`src/rtl/bcd_to_binary_pkg.sv`:
```
// Shared types and constants for the BCD-to-binary converter.
// Digit width, reverse double-dabble correction constants and the FSM state enum.
package bcd_pkg;

  localparam int         DIG_W       = 4;
  localparam logic [3:0] CORR_THRESH = 4'd8;
  localparam logic [3:0] CORR_VAL    = 4'd3;
  localparam logic [3:0] DIG_MAX     = 4'd9;

  typedef enum logic [1:0] {
    IDLE  = 2'd0,
    SHIFT = 2'd1,
    DONE  = 2'd2
  } state_e;

endpackage

```
`src/rtl/bcd_to_binary_if.sv`:
```
// Start/done handshake bundle between the input logic and the converter.
// start is sampled only while ready=1; done is a one-cycle pulse; bin_out/err hold until the next result.
interface bcd_to_binary_if #(
  parameter int NDIG = 3,
  parameter int BW   = 10
) ();

  logic              start;
  logic [4*NDIG-1:0] bcd_in;
  logic              ready;
  logic              busy;
  logic              done;
  logic [BW-1:0]     bin_out;
  logic              err;

  modport master (
    output start, bcd_in,
    input  ready, busy, done, bin_out, err
  );

  modport slave (
    input  start, bcd_in,
    output ready, busy, done, bin_out, err
  );

endinterface

```
`src/rtl/bcd_to_binary_sub3.sv`:
```
// Per-digit correction for reverse double-dabble: subtract 3 from any digit >= 8.
// Inputs after a shift are at most 12, so the subtract never wraps.
module sub3
  import bcd_pkg::*;
(
  input  logic [DIG_W-1:0] din_i,
  output logic [DIG_W-1:0] dout_o
);

  assign dout_o = (din_i >= CORR_THRESH) ? (din_i - CORR_VAL) : din_i;

endmodule

```
`src/rtl/bcd_to_binary.sv`:
```
// Sequential BCD-to-binary converter using reverse double-dabble, one result bit per clock.
// Illegal digits (>9) skip the shift phase and report err with a zero result.
module bcd_to_binary
  import bcd_pkg::*;
#(
  parameter int NDIG = 3,
  parameter int BW   = 10
) (
  input  logic                  clk,
  input  logic                  rst,
  bcd_to_binary_if.slave        bus,
  output state_e                state_o
);

  localparam int DW = DIG_W * NDIG;
  localparam int TW = DW + BW;
  localparam int CW = (BW > 1) ? $clog2(BW) : 1;

  state_e          state_q, state_d;
  logic [DW-1:0]   bcd_q, bcd_d;
  logic [BW-1:0]   bin_q, bin_d;
  logic [CW-1:0]   cnt_q, cnt_d;
  logic [BW-1:0]   bin_out_q, bin_out_d;
  logic            err_q, err_d;

  logic [TW-1:0]   shifted;
  logic [DW-1:0]   bcd_sh;
  logic [BW-1:0]   bin_sh;
  logic [DW-1:0]   bcd_fix;
  logic [NDIG-1:0] digit_bad;
  logic            any_bad;

  // bcd and bin form one register for the shift; bcd LSB falls into bin MSB.
  assign shifted = {bcd_q, bin_q} >> 1;
  assign bcd_sh  = shifted[TW-1:BW];
  assign bin_sh  = shifted[BW-1:0];

  for (genvar g = 0; g < NDIG; g++) begin : g_digit
    sub3 u_sub3 (
      .din_i  (bcd_sh[g*DIG_W +: DIG_W]),
      .dout_o (bcd_fix[g*DIG_W +: DIG_W])
    );
    assign digit_bad[g] = (bus.bcd_in[g*DIG_W +: DIG_W] > DIG_MAX);
  end

  assign any_bad = |digit_bad;

  always_comb begin
    state_d   = state_q;
    bcd_d     = bcd_q;
    bin_d     = bin_q;
    cnt_d     = cnt_q;
    bin_out_d = bin_out_q;
    err_d     = err_q;
    unique case (state_q)
      IDLE: begin
        if (bus.start) begin
          bcd_d = bus.bcd_in;
          bin_d = '0;
          cnt_d = CW'(BW - 1);
          if (any_bad) begin
            state_d   = DONE;
            err_d     = 1'b1;
            bin_out_d = '0;
          end else begin
            state_d = SHIFT;
          end
        end
      end
      SHIFT: begin
        bcd_d = bcd_fix;
        bin_d = bin_sh;
        if (cnt_q == '0) begin
          state_d   = DONE;
          bin_out_d = bin_sh;
          err_d     = 1'b0;
        end else begin
          cnt_d = cnt_q - 1'b1;
        end
      end
      DONE: begin
        state_d = IDLE;
      end
      default: begin
        state_d = IDLE;
      end
    endcase
  end

  always_ff @(posedge clk) begin
    if (rst) begin
      state_q   <= IDLE;
      bcd_q     <= '0;
      bin_q     <= '0;
      cnt_q     <= '0;
      bin_out_q <= '0;
      err_q     <= 1'b0;
    end else begin
      state_q   <= state_d;
      bcd_q     <= bcd_d;
      bin_q     <= bin_d;
      cnt_q     <= cnt_d;
      bin_out_q <= bin_out_d;
      err_q     <= err_d;
    end
  end

  assign bus.ready   = (state_q == IDLE);
  assign bus.busy    = (state_q == SHIFT);
  assign bus.done    = (state_q == DONE);
  assign bus.bin_out = bin_out_q;
  assign bus.err     = err_q;
  assign state_o     = state_q;

`ifndef SYNTHESIS
  // A legal input must be fully drained out of the digit register after the last shift.
  a_bcd_drained: assert property (@(posedge clk) disable iff (rst)
    (state_q == SHIFT && cnt_q == '0) |-> (bcd_fix == '0));
`endif

endmodule

```
`src/flat_wrapper.sv`:
```
// flat-port wrapper written by rule: the top's interface ports become plain ports
module bcd_to_binary_flat import bcd_pkg::*;
#(
  parameter int NDIG = 3,
  parameter int BW   = 10
)
  (clk, rst, state_o, bus_start, bus_bcd_in, bus_ready, bus_busy, bus_done, bus_bin_out, bus_err);
  bcd_to_binary_if #(.NDIG(NDIG), .BW(BW)) bus_i ();
  input  logic clk;
  input  logic rst;
  output state_e state_o;
  input wire logic [$bits(bus_i.start)-1:0] bus_start;
  input wire logic [$bits(bus_i.bcd_in)-1:0] bus_bcd_in;
  output wire logic [$bits(bus_i.ready)-1:0] bus_ready;
  output wire logic [$bits(bus_i.busy)-1:0] bus_busy;
  output wire logic [$bits(bus_i.done)-1:0] bus_done;
  output wire logic [$bits(bus_i.bin_out)-1:0] bus_bin_out;
  output wire logic [$bits(bus_i.err)-1:0] bus_err;
  assign bus_i.start = bus_start;
  assign bus_i.bcd_in = bus_bcd_in;
  assign bus_ready = bus_i.ready;
  assign bus_busy = bus_i.busy;
  assign bus_done = bus_i.done;
  assign bus_bin_out = bus_i.bin_out;
  assign bus_err = bus_i.err;
  bcd_to_binary #(.NDIG(NDIG), .BW(BW)) u_core (.clk(clk), .rst(rst), .bus(bus_i), .state_o(state_o));
endmodule
```
`config.mk`:
```
export PLATFORM = sky130hd
export DESIGN_NAME = bcd_to_binary_flat
export DESIGN_NICKNAME = d
export VERILOG_FILES = /design/src/rtl/bcd_to_binary_pkg.sv /design/src/rtl/bcd_to_binary_if.sv /design/src/rtl/bcd_to_binary_sub3.sv /design/src/rtl/bcd_to_binary.sv /design/src/flat_wrapper.sv
export SDC_FILE = /design/constraint.sdc
export NUM_CORES = 1
export LEC_CHECK = 0
export ABC_AREA = 1
export ABC_CLOCK_PERIOD_IN_PS = 1800
export CAP_MARGIN = 5
export CORE_ASPECT_RATIO = 1.1
export CORE_MARGIN = 2
export CORE_UTILIZATION = 50
export DETAILED_ROUTE_END_ITERATION = 12
export PLACE_DENSITY = 0.72
export SYNTH_ARGS = -nofsm -noshare
export SYNTH_HDL_FRONTEND = slang
export SYNTH_HIERARCHICAL = 1
export SYNTH_SLANG_ARGS = --single-unit
```
`constraint.sdc`:
```
create_clock -name clk -period 1.8 [get_ports clk]
set_input_delay 0.27 -clock clk [delete_from_list [all_inputs] [get_ports clk]]
set_output_delay 0.27 -clock clk [all_outputs]
set_load 0.01 [all_outputs]
```
**After elaboration in Yosys (flattened, before gate mapping)**

Cells that the tools add are included.

- Register bits: 39
- Output and inout port bits: 16
- Word-level logic and storage cells: 52
- Input port bits: 15

- Order comparisons: 6
- Add/sub/neg operators: 4
- Equal/unequal tests: 6
- Mux-type cells: 22
- Reduce and logical (&&, ||, !) cells: 8

Operators by type and width:

| operator | number |
|---|---|
| $mux W10 | 4 |
| $pmux W10 S2 | 2 |
| $pmux W12 S2 | 1 |
| $mux W4 | 5 |
| $gt A4 B4 Y1 const B | 3 |
| $mux W12 | 1 |
| $ge A4 B4 Y1 const B | 2 |
| $pmux W4 S2 | 1 |
| $sub A4 B2 Y4 const B | 2 |
| $mux W2 | 3 |
| $ge A3 B4 Y1 const B | 1 |
| $logic_not A4 Y1 | 1 |
| $ne A2 B1 Y1 const B | 2 |
| $ne A2 B2 Y1 const B | 2 |
| $pmux W2 S2 | 1 |
| $reduce_and A2 Y1 | 2 |
| $reduce_and A4 Y1 | 1 |
| $sub A3 B2 Y4 const B | 1 |
| $sub A4 B1 Y4 const B | 1 |
| $mux W1 | 3 |
| $reduce_and A3 Y1 | 1 |
| $reduce_or A3 Y1 | 1 |
| $eq A2 B1 Y1 const B | 1 |
| $eq A2 B2 Y1 const B | 1 |
| 3 further kinds | 3 |

**Logic depth before layout (Yosys ltp)**

Gate-level depths: netlist of run 1.

- Depth in word-level cells: 5
- Gate-level depth with buffers: 8
- Gate-level depth less buffers: 8

**By module**

The synthesis of run 1 kept the hierarchy.

By module, submodules not included:

| module | area each (µm²) | times used | sequential area each (µm²) | cells an instance |
|---|---|---|---|---|
| bcd_to_binary | 1605.3 | 1 | 760.7 | 214 |
| sub3 | 88.8 | 3 | 0.0 | 16 |

**Worst setup path after synthesis of run 1**

OpenSTA, ideal clock, no wires.

- Kind: flip-flop to flip-flop
- Start: reg u_core.cnt_q[0]
- End: reg u_core.bin_out_q[0], in the netlist u_core/bus.bin_out[0]
- Setup time: 70 ps
- Data arrival time: 1235 ps
- Stages on the path, launching flop included: 8
- Path buffers: 1
- Period minus slack after synthesis: 1305 ps
- Data required time: 1730 ps
- Slack: 495 ps
- Path through: dfxtp_1 > inv_1 > ha_1 > nand3_1 > a21oi_4 > buf_6 > nand3_1 > a21oi_1

- Longest elaborated chain between the ends: 3

RTL lines:

| item | RTL line | source |
|---|---|---|
| start, declared | bcd_to_binary.sv:22 | `logic [CW-1:0] cnt_q, cnt_d;` |
| start signal, assigned | bcd_to_binary.sv:102 | `cnt_q <= cnt_d;` |
| $logic_not A4 Y1 | bcd_to_binary.sv:73 | `if (cnt_q == '0) begin` |
| $ne A2 B1 Y1 (no line) | n/a |  |
| $reduce_and A4 Y1 (no line) | n/a |  |
| end signal, assigned | bcd_to_binary.sv:103 | `bin_out_q <= bin_out_d;` |
| end, declared | bcd_to_binary.sv:23 | `logic [BW-1:0] bin_out_q, bin_out_d;` |

No other way between the ends.
A chain may end at the register's enable or synchronous reset.

**Worst setup path in the final report of run 1**

- Start: reg u_core.state_q[0], in the netlist u_core/state_o[0]
- End: out bus_busy

- Longest elaborated chain between the ends: 1

RTL lines:

| item | RTL line | source |
|---|---|---|
| start, declared | bcd_to_binary.sv:19 | `state_e state_q, state_d;` |
| start signal, assigned | bcd_to_binary.sv:99 | `state_q <= state_d;` |
| $eq A2 B1 Y1 | bcd_to_binary.sv:109 | `assign bus.busy = (state_q == SHIFT);` |
| end, declared | flat_wrapper.sv:15 | `output wire logic [$bits(bus_i.busy)-1:0] bus_busy;` |

No other way between the ends.

==> impl_results.md, run 1 <==
- Critical path's slowest cell: clkdlybuf4s50_1
- Post-cts resize count: 0
- Gpl congestion: 0.816
- Setup bufs post-CTS: 0
- Die area: 4250 um^2
- Switching Share: 28.4%
- Slew Limit Fails: 0
- DR WL/cell: 11.3 um
- All-Layer GR Usage: 19.7%
- GRT Residual Overflow: 0
- Pwr/cell area: 819 nW/um^2
- Clk_skew: 0.00709 ns
- Final Util: 64.5%
- Sequential power share: 49.2%
- Tmin final: 1.69 ns
- Commonest non-fill, non-tap cell in the layout: nand2_1
- Clock Power Share: 31.3%
- Vias in the first global route: 1524
- Floorplan Core Area: 3630 um^2
- Mapped Avg Cell Area: 7.14 um^2
- Number of library cell types mapped by synthesis: 21
- Synth top area share: 40.6%
- Pleak: 0.994 nW
- Die height: 68.2 um
- Register area share after synthesis: 40.6%
- RSZ-0062 raised after global routing: false
- RR Endpoint: u_core/bus.bin_out[8]$_SDFFE_PP0P_
- CP startpoint kind: flip-flop
- Hold Path Stages: 2
- Status: complete, no violations
- Critical Path RT: 1.53 ns
- H-tree levels: 2
- Final HPWL DP: 2810 um
- Hold Path End: u_core/bin_q[2]$_SDFFE_PP0P_
- RR Startpoint: u_core/cnt_q[0]$_SDFFE_PP0P_
- Row count: 23
- Detailed-route via count: 1736
- Endpoint class of the critical path: output pin
- Synth top area cells: dfxtp_1 (41%), nand2_1 (15%), o21ai_0 (5.9%), a21oi_1 (5.6%), inv_1 (5.6%)
- CP Cell Sequence: inv_1 > nor2_4 > clkdlybuf4s50_1
- Hold Crit Start: u_core/bin_q[2]$_SDFFE_PP0P_
- Area growth syn-to-layout: 24.9%
- Tcrit/Tclk final: 94.0%
- Root Buffer: clkbuf_8
- Cell internal pwr: 1.37 mW
- Vias/cell: 4.95
- Drt total wl: 3970 um
- Final hold vios: 0
- R2R Setup Slk: 0.23 ns
- Worst r2r path cells: 7
- Gate Count Post-Synth: 262
- CTS tree: yes
- Final nets: 323
- Max Root-Sink Buffers: 2
- CP Class: flip-flop to output pin
- Peak VDD IR: 0.000568 V
- Share of cells above drive strength 1: 7.31%
- Seq cells post-synth: 38
- Crit path largest cell delay: 0.55 ns
- # IOs: 31
- Hold Path Class: flip-flop to flip-flop
- Setup Viol. Count Final: 0
- Crit path max fanout: 5
- # port buffers: 30
- Least-Margin Pin Slew: 0.563 ns
- Largest area contributor in the netlist: dfxtp_1
- First-pass GRT wire length: 6630 um
- Post-route DRC: 0
- Pin count of the biggest net entering global routing: 25
- Sw Pwr: 0.544 mW
- Worst-skew pair later-pin latency: 0.29 ns
- Most frequent cells in the layout: nand2_1 (74), dfxtp_1 (37), clkdlybuf4s50_1 (30), inv_1 (28), o21ai_0 (22)
- DRT antenna net count: 0
- Initial antenna violation count: 0
- Antenna Cells: 0
- Synthesized area: 1870 um^2
- Max-cap violations: 0
- Crit path DAT: 1.42 ns
- TNS Setup: 0 ns
- Cts-stage hold buffer count: 0
- DRT iter0 DRCs: 75
- CTS Sinks: 38
- CTS Buf Count: 5
- Die X-Extent: 62.3 um
- Starting Density: 51.6%
- YS warnings: 6
- First-pass detailed-route iteration total: 4
- Reg clk slew, reported paths: 0.07 ns
- Relative slew slack: 62.4%
- Logic pwr share: 19.5%
- Max Freq: 591 MHz
## stage by stage
step	total power [mW]	instance area, um^2	hold WS [ns]	worst slack, ns	cells
final	1.92	2340	0.462	0.107	351
after global routing	2.02	2340	0.481	0.0471	351
after CTS	1.94	2340	0.465	0.0135	351
after detailed placement	1.33	2240	0.453	0.0444	343
after global placement	1.33	2240	0.447	0.0362	343
after floorplan	1.20	1890	0.430	0.495	267
## worst max-delay path by stage
stage	from	endpoint	slack, ns
6_report	u_core/state_o[0]$_SDFFE_PP0P_	bus_busy	0.11
5_1_grt	u_core/state_o[0]$_SDFFE_PP0P_	bus_busy	0.05
3_3_place_gp	bus_bcd_in[2]	u_core/bus.bin_out[4]$_SDFFE_PP0P_	0.04
2_1_floorplan	u_core/cnt_q[0]$_SDFFE_PP0P_	u_core/bus.bin_out[0]$_SDFFE_PP0P_	0.49
3_5_place_dp	bus_bcd_in[2]	u_core/bus.bin_out[7]$_SDFFE_PP0P_	0.04
4_1_cts	u_core/state_o[0]$_SDFFE_PP0P_	bus_busy	0.01
## Yosys cell counts
master and count:
nand2_1 74, dfxtp_1 38, inv_1 28, o21ai_0 22, a21oi_1 21, nand3_1 20
a31oi_1 14, nor2_1 13, ha_1 8, clkbuf_1 5, a21boi_1 3, buf_2 3
xor2_1 3, buf_4 2, buf_6 2, a21oi_4 1, conb_1 1, inv_2 1
nand4_2 1, nor2_4 1, o21ai_2 1
## worst max-delay path: cells and delay by family (launching register included)
| family | cells | cell delay (ns) |
|---|---|---|
| buf+inv | 2 | 0.64 |
| flops | 1 | 0.37 |
| simple gates | 1 | 0.13 |
## sequential cells by signal, indices dropped and copies added (netlist names)
signal and cells:
u_core/bin_q 9, u_core/state_o 2, u_core/bcd_q 12, u_core/cnt_q 4, u_core/bus.bin_out 10, u_core/bus.err 1
## metal layers
layer / vias up / routed length, um / track usage [%]
li1: 918 / - / -
met1: 787 / 1860 / 23.4
met2: 29 / 1910 / 35.2
met3: 2 / 167 / 5.92
met4: 0 / 29 / 5.83
met5: - / 0 / 0
## power groups by stage
stage	logic, mW	registers [mW]	clock network (mW)
5_1_grt	0.420	0.952	0.652
6_report	0.373	0.943	0.600
2_1_floorplan	0.238	0.960	0
3_3_place_gp	0.368	0.961	0
4_1_cts	0.375	0.943	0.618
3_5_place_dp	0.373	0.962	0
## kinds of logic after synthesis
kind of cell,count (synthesis),share of synthesized area (%)
compound gates,62,18.7
buf+inv,41,9.62
fa+ha+maj,8,5.35
xor+xnor,3,1.40
simple gates,109,24.1
other cells,1,0.200
flops,38,40.6
## layout make-up
type | instances | area (um^2)
Clock buffer | 6 | 82.6
Clock inverter | 2 | 12.5
Fill cell | 339 | 1290
Inverter | 29 | 109
Multi-Input combinational cell | 188 | 950
Sequential cell | 38 | 762
Tap cell | 50 | 62.6
Timing Repair Buffer | 38 | 360
(Power assumes the default switching activity.)
==> inputs of run 2 (changes only) <==
==> constraint.sdc (replaced) <==
create_clock -name clk -period 1.8 [get_ports clk]
set_input_delay 0.36 -clock clk [delete_from_list [all_inputs] [get_ports clk]]
set_output_delay 0.36 -clock clk [all_outputs]
set_load 0.01 [all_outputs]
==> run 2 against run 1 <==
  * Worst hold slack improved by 0.0021 ns
  * Global-route usage increased by 1.9 points
  * Wire length up 2.1%
  * Critical path type unchanged
  * Critical endpoint unchanged
  * Largest cell class unchanged
  * Largest power group unchanged
==> impl_results.md, run 2 (synthesis results as in run 1) <==
- All-Layer GR Usage: 21.7% (was 19.7%)
- # port buffers: 30 (unchanged)
- Pwr/cell area: 792 nW/um^2 (was 819 nW/um^2)
- Sequential power share: 50.0% (was 49.2%)
- Clk_skew: 0.00484 ns (was 0.00709 ns)
- Row count: 23 (unchanged)
- Hold Path End: u_core/bin_q[6]$_SDFFE_PP0P_ (was u_core/bin_q[2]$_SDFFE_PP0P_)
- Pleak: 1.02 nW (was 0.994 nW)
- Critical path's slowest cell: clkdlybuf4s50_1 (unchanged)
- CTS Buf Count: 5 (unchanged)
- Max-cap violations: 0 (unchanged)
- Pin count of the biggest net entering global routing: 25 (unchanged)
- Final nets: 328 (was 323)
- Tmin final: 1.73 ns (was 1.69 ns)
- H-tree levels: 2 (unchanged)
- Hold Path Class: flip-flop to flip-flop (unchanged)
- Hold Crit Start: u_core/bin_q[6]$_SDFFE_PP0P_ (was u_core/bin_q[2]$_SDFFE_PP0P_)
- Drt total wl: 4050 um (was 3970 um)
- RR Startpoint: u_core/state_o[0]$_SDFFE_PP0P_ (was u_core/cnt_q[0]$_SDFFE_PP0P_)
- Most frequent cells in the layout: nand2_1 (74), dfxtp_1 (36), clkdlybuf4s50_1 (30), inv_1 (27), o21ai_0 (22) (was nand2_1 (74), dfxtp_1 (37), clkdlybuf4s50_1 (30), inv_1 (28), o21ai_0 (22))
- RR Endpoint: u_core/bcd_q[10]$_SDFFE_PP0P_ (was u_core/bus.bin_out[8]$_SDFFE_PP0P_)
- Commonest non-fill, non-tap cell in the layout: nand2_1 (unchanged)
- Biggest register: u_core/bcd_q (unchanged)
- Tcrit/Tclk final: 96.1% (was 94.0%)
- Area growth syn-to-layout: 27.0% (was 24.9%)
- DRT antenna net count: 0 (unchanged)
- Logic pwr share: 21.0% (was 19.5%)
- Crit path DAT: 1.37 ns (was 1.42 ns)
- R2R Setup Slk: 0.26 ns (was 0.23 ns)
- Final hold vios: 0 (unchanged)
- Vias in the first global route: 1666 (was 1524)
- Worst r2r path cells: 7 (unchanged)
- Gpl congestion: 0.768 (was 0.816)
- Initial antenna violation count: 0 (unchanged)
- Root Buffer: clkbuf_8 (unchanged)
- Die area: 4250 um^2 (unchanged)
- RSZ-0062 raised after global routing: false (unchanged)
- Max FFs per register: 12 (unchanged)
- Antenna Cells: 0 (unchanged)
- Detailed-route via count: 1779 (was 1736)
- Clock Power Share: 29.0% (was 31.3%)
- Peak VDD IR: 0.000502 V (was 0.000568 V)
- Starting Density: 51.6% (unchanged)
- GRT Residual Overflow: 0 (unchanged)
- Status: complete, no violations (unchanged)
- CTS Sinks: 38 (unchanged)
- Cts-stage hold buffer count: 0 (unchanged)
- Max Root-Sink Buffers: 2 (unchanged)
- Hold Path Stages: 2 (unchanged)
- Place WS: -0.0143 ns (was 0.0444 ns)
- Crit path largest cell delay: 0.53 ns (was 0.55 ns)
- Cell internal pwr: 1.34 mW (was 1.37 mW)
- Final setup margin: 0.0696 ns (was 0.107 ns)
- Worst-skew pair later-pin latency: 0.28 ns (was 0.29 ns)
- CP Cell Sequence: inv_1 > nor2_4 > clkdlybuf4s50_1 (unchanged)
- Vias/cell: 5.01 (was 4.95)
- CP Class: flip-flop to output pin (unchanged)
- DR WL/cell: 11.4 um (was 11.3 um)
- First-pass detailed-route iteration total: 4 (unchanged)
- Final Util: 65.6% (was 64.5%)
- Share of cells above drive strength 1: 9.18% (was 7.31%)
- Final HPWL DP: 2830 um (was 2810 um)
- CP startpoint kind: flip-flop (unchanged)
- Setup Viol. Count Final: 0 (unchanged)
- Sw Pwr: 0.541 mW (was 0.544 mW)
- Die X-Extent: 62.3 um (unchanged)
- Reg clk slew, reported paths: 0.07 ns (about the same)
- Floorplan Core Area: 3630 um^2 (unchanged)
- # IOs: 31 (unchanged)
- Fillers: 350 (was 339)
- Endpoint class of the critical path: output pin (unchanged)
- Die height: 68.2 um (unchanged)
- DRT iter0 DRCs: 94 (was 75)
- Critical Path RT: 1.44 ns (was 1.53 ns)
- Slew Limit Fails: 0 (unchanged)
- Post-route DRC: 0 (unchanged)
- CTS tree: yes (unchanged)
- First-pass GRT wire length: 7250 um (was 6630 um)
- Max Freq: 578 MHz (was 591 MHz)
- Switching Share: 28.7% (was 28.4%)
- Crit path max fanout: 5 (unchanged)
==> run 2: cell types whose count changed in the layout (fill, tap and decap cells not counted) <==
cell / before / now
clkinv_2: 1 / 2
dfxtp_2: 1 / 2
dfxtp_1: 37 / 36
inv_1: 28 / 27
clkbuf_8: 6 / 5
buf_4: 8 / 12
buf_12: 0 / 1
==> run 2: layout make-up <==
class,instances,area [um^2],share of cell area [%]
tap,50,62.6,2.63
timing repair buffer,43,410,17.3
inverter,29,113,4.74
clock inverter,2,10.0,0.421
clock buffer,5,68.8,2.89
multi-input combinational,188,950,39.9
sequential,38,763,32.1
==> run 2: worst max-delay path: cells and delay by family (launching register included) <==
family,cells,cell delay (ns)
buffers and inverters,2,0.63
DFF,1,0.36
and+or+nand+nor,1,0.09
==> run 2: per-stage QoR <==
step / total power [mW] / area, um^2 / instances / hold WS, ns / TNS [ns]
5_1_grt: 2.00 / 2380 / 355 / 0.475 / 0
3_5_place_dp: 1.35 / 2280 / 346 / 0.454 / -0.0144
3_3_place_gp: 1.34 / 2280 / 346 / 0.448 / 0
2_1_floorplan: 1.20 / 1890 / 267 / 0.439 / 0
6_report: 1.88 / 2380 / 355 / 0.464 / 0
4_1_cts: 1.90 / 2360 / 353 / 0.464 / 0
==> run 2: worst max-delay path by stage <==
stage                                         startpoint                                 end  slack, ns  cells after the start
after global placement                     bus_bcd_in[6]  u_core/bus.bin_out[3]$_SDFFE_PP0P_       0.02                      7
after floorplan                            bus_bcd_in[6]  u_core/bus.bin_out[1]$_SDFFE_PP0P_       0.49                      5
after CTS                 u_core/state_o[1]$_SDFFE_PP0P_                            bus_done       0.02                      3
after detailed placement                   bus_bcd_in[2]  u_core/bus.bin_out[2]$_SDFFE_PP0P_      -0.01                      6
after global routing      u_core/state_o[0]$_SDFFE_PP0P_                            bus_busy      0.009                      3
final                     u_core/state_o[0]$_SDFFE_PP0P_                            bus_busy       0.07                      3
==> run 2: layer usage <==
| layer | track usage (%) | up-vias | share of wire (%) |
|---|---|---|---|
| li1 | - | 928 | - |
| met1 | 24.4 | 809 | 44 |
| met2 | 41.2 | 37 | 50 |
| met3 | 4.93 | 5 | 5.4 |
| met4 | 7.50 | 0 | 1.3 |
| met5 | 0 | - | 0 |
==> run 2: timing repair <==
action | CTS | global route
resized for setup | 1 | 2
endpoints found under the setup margin | 1 | 2
endpoints found under the hold margin | 0 | 0
setup buffers | 0 | 2
==> run 2: power groups by stage <==
stage          logic [mW]  clock network [mW]  registers, mW
3_3_place_gp        0.383                   0          0.961
5_1_grt             0.453               0.594          0.951
6_report            0.395               0.546          0.942
4_1_cts             0.393               0.564          0.942
2_1_floorplan       0.238                   0          0.960
3_5_place_dp        0.391                   0          0.961
==> inputs of run 3 (changes only) <==
--- a/config.mk
+++ b/config.mk
@@ -7,7 +7,7 @@
 export LEC_CHECK = 0
 export ABC_AREA = 1
 export ABC_CLOCK_PERIOD_IN_PS = 1800
-export CAP_MARGIN = 5
+export CAP_MARGIN = 20
 export CORE_ASPECT_RATIO = 1.1
 export CORE_MARGIN = 2
 export CORE_UTILIZATION = 50
==> results of run 3 <==
Final layout, timing and power as in run 2 (identical DEF).
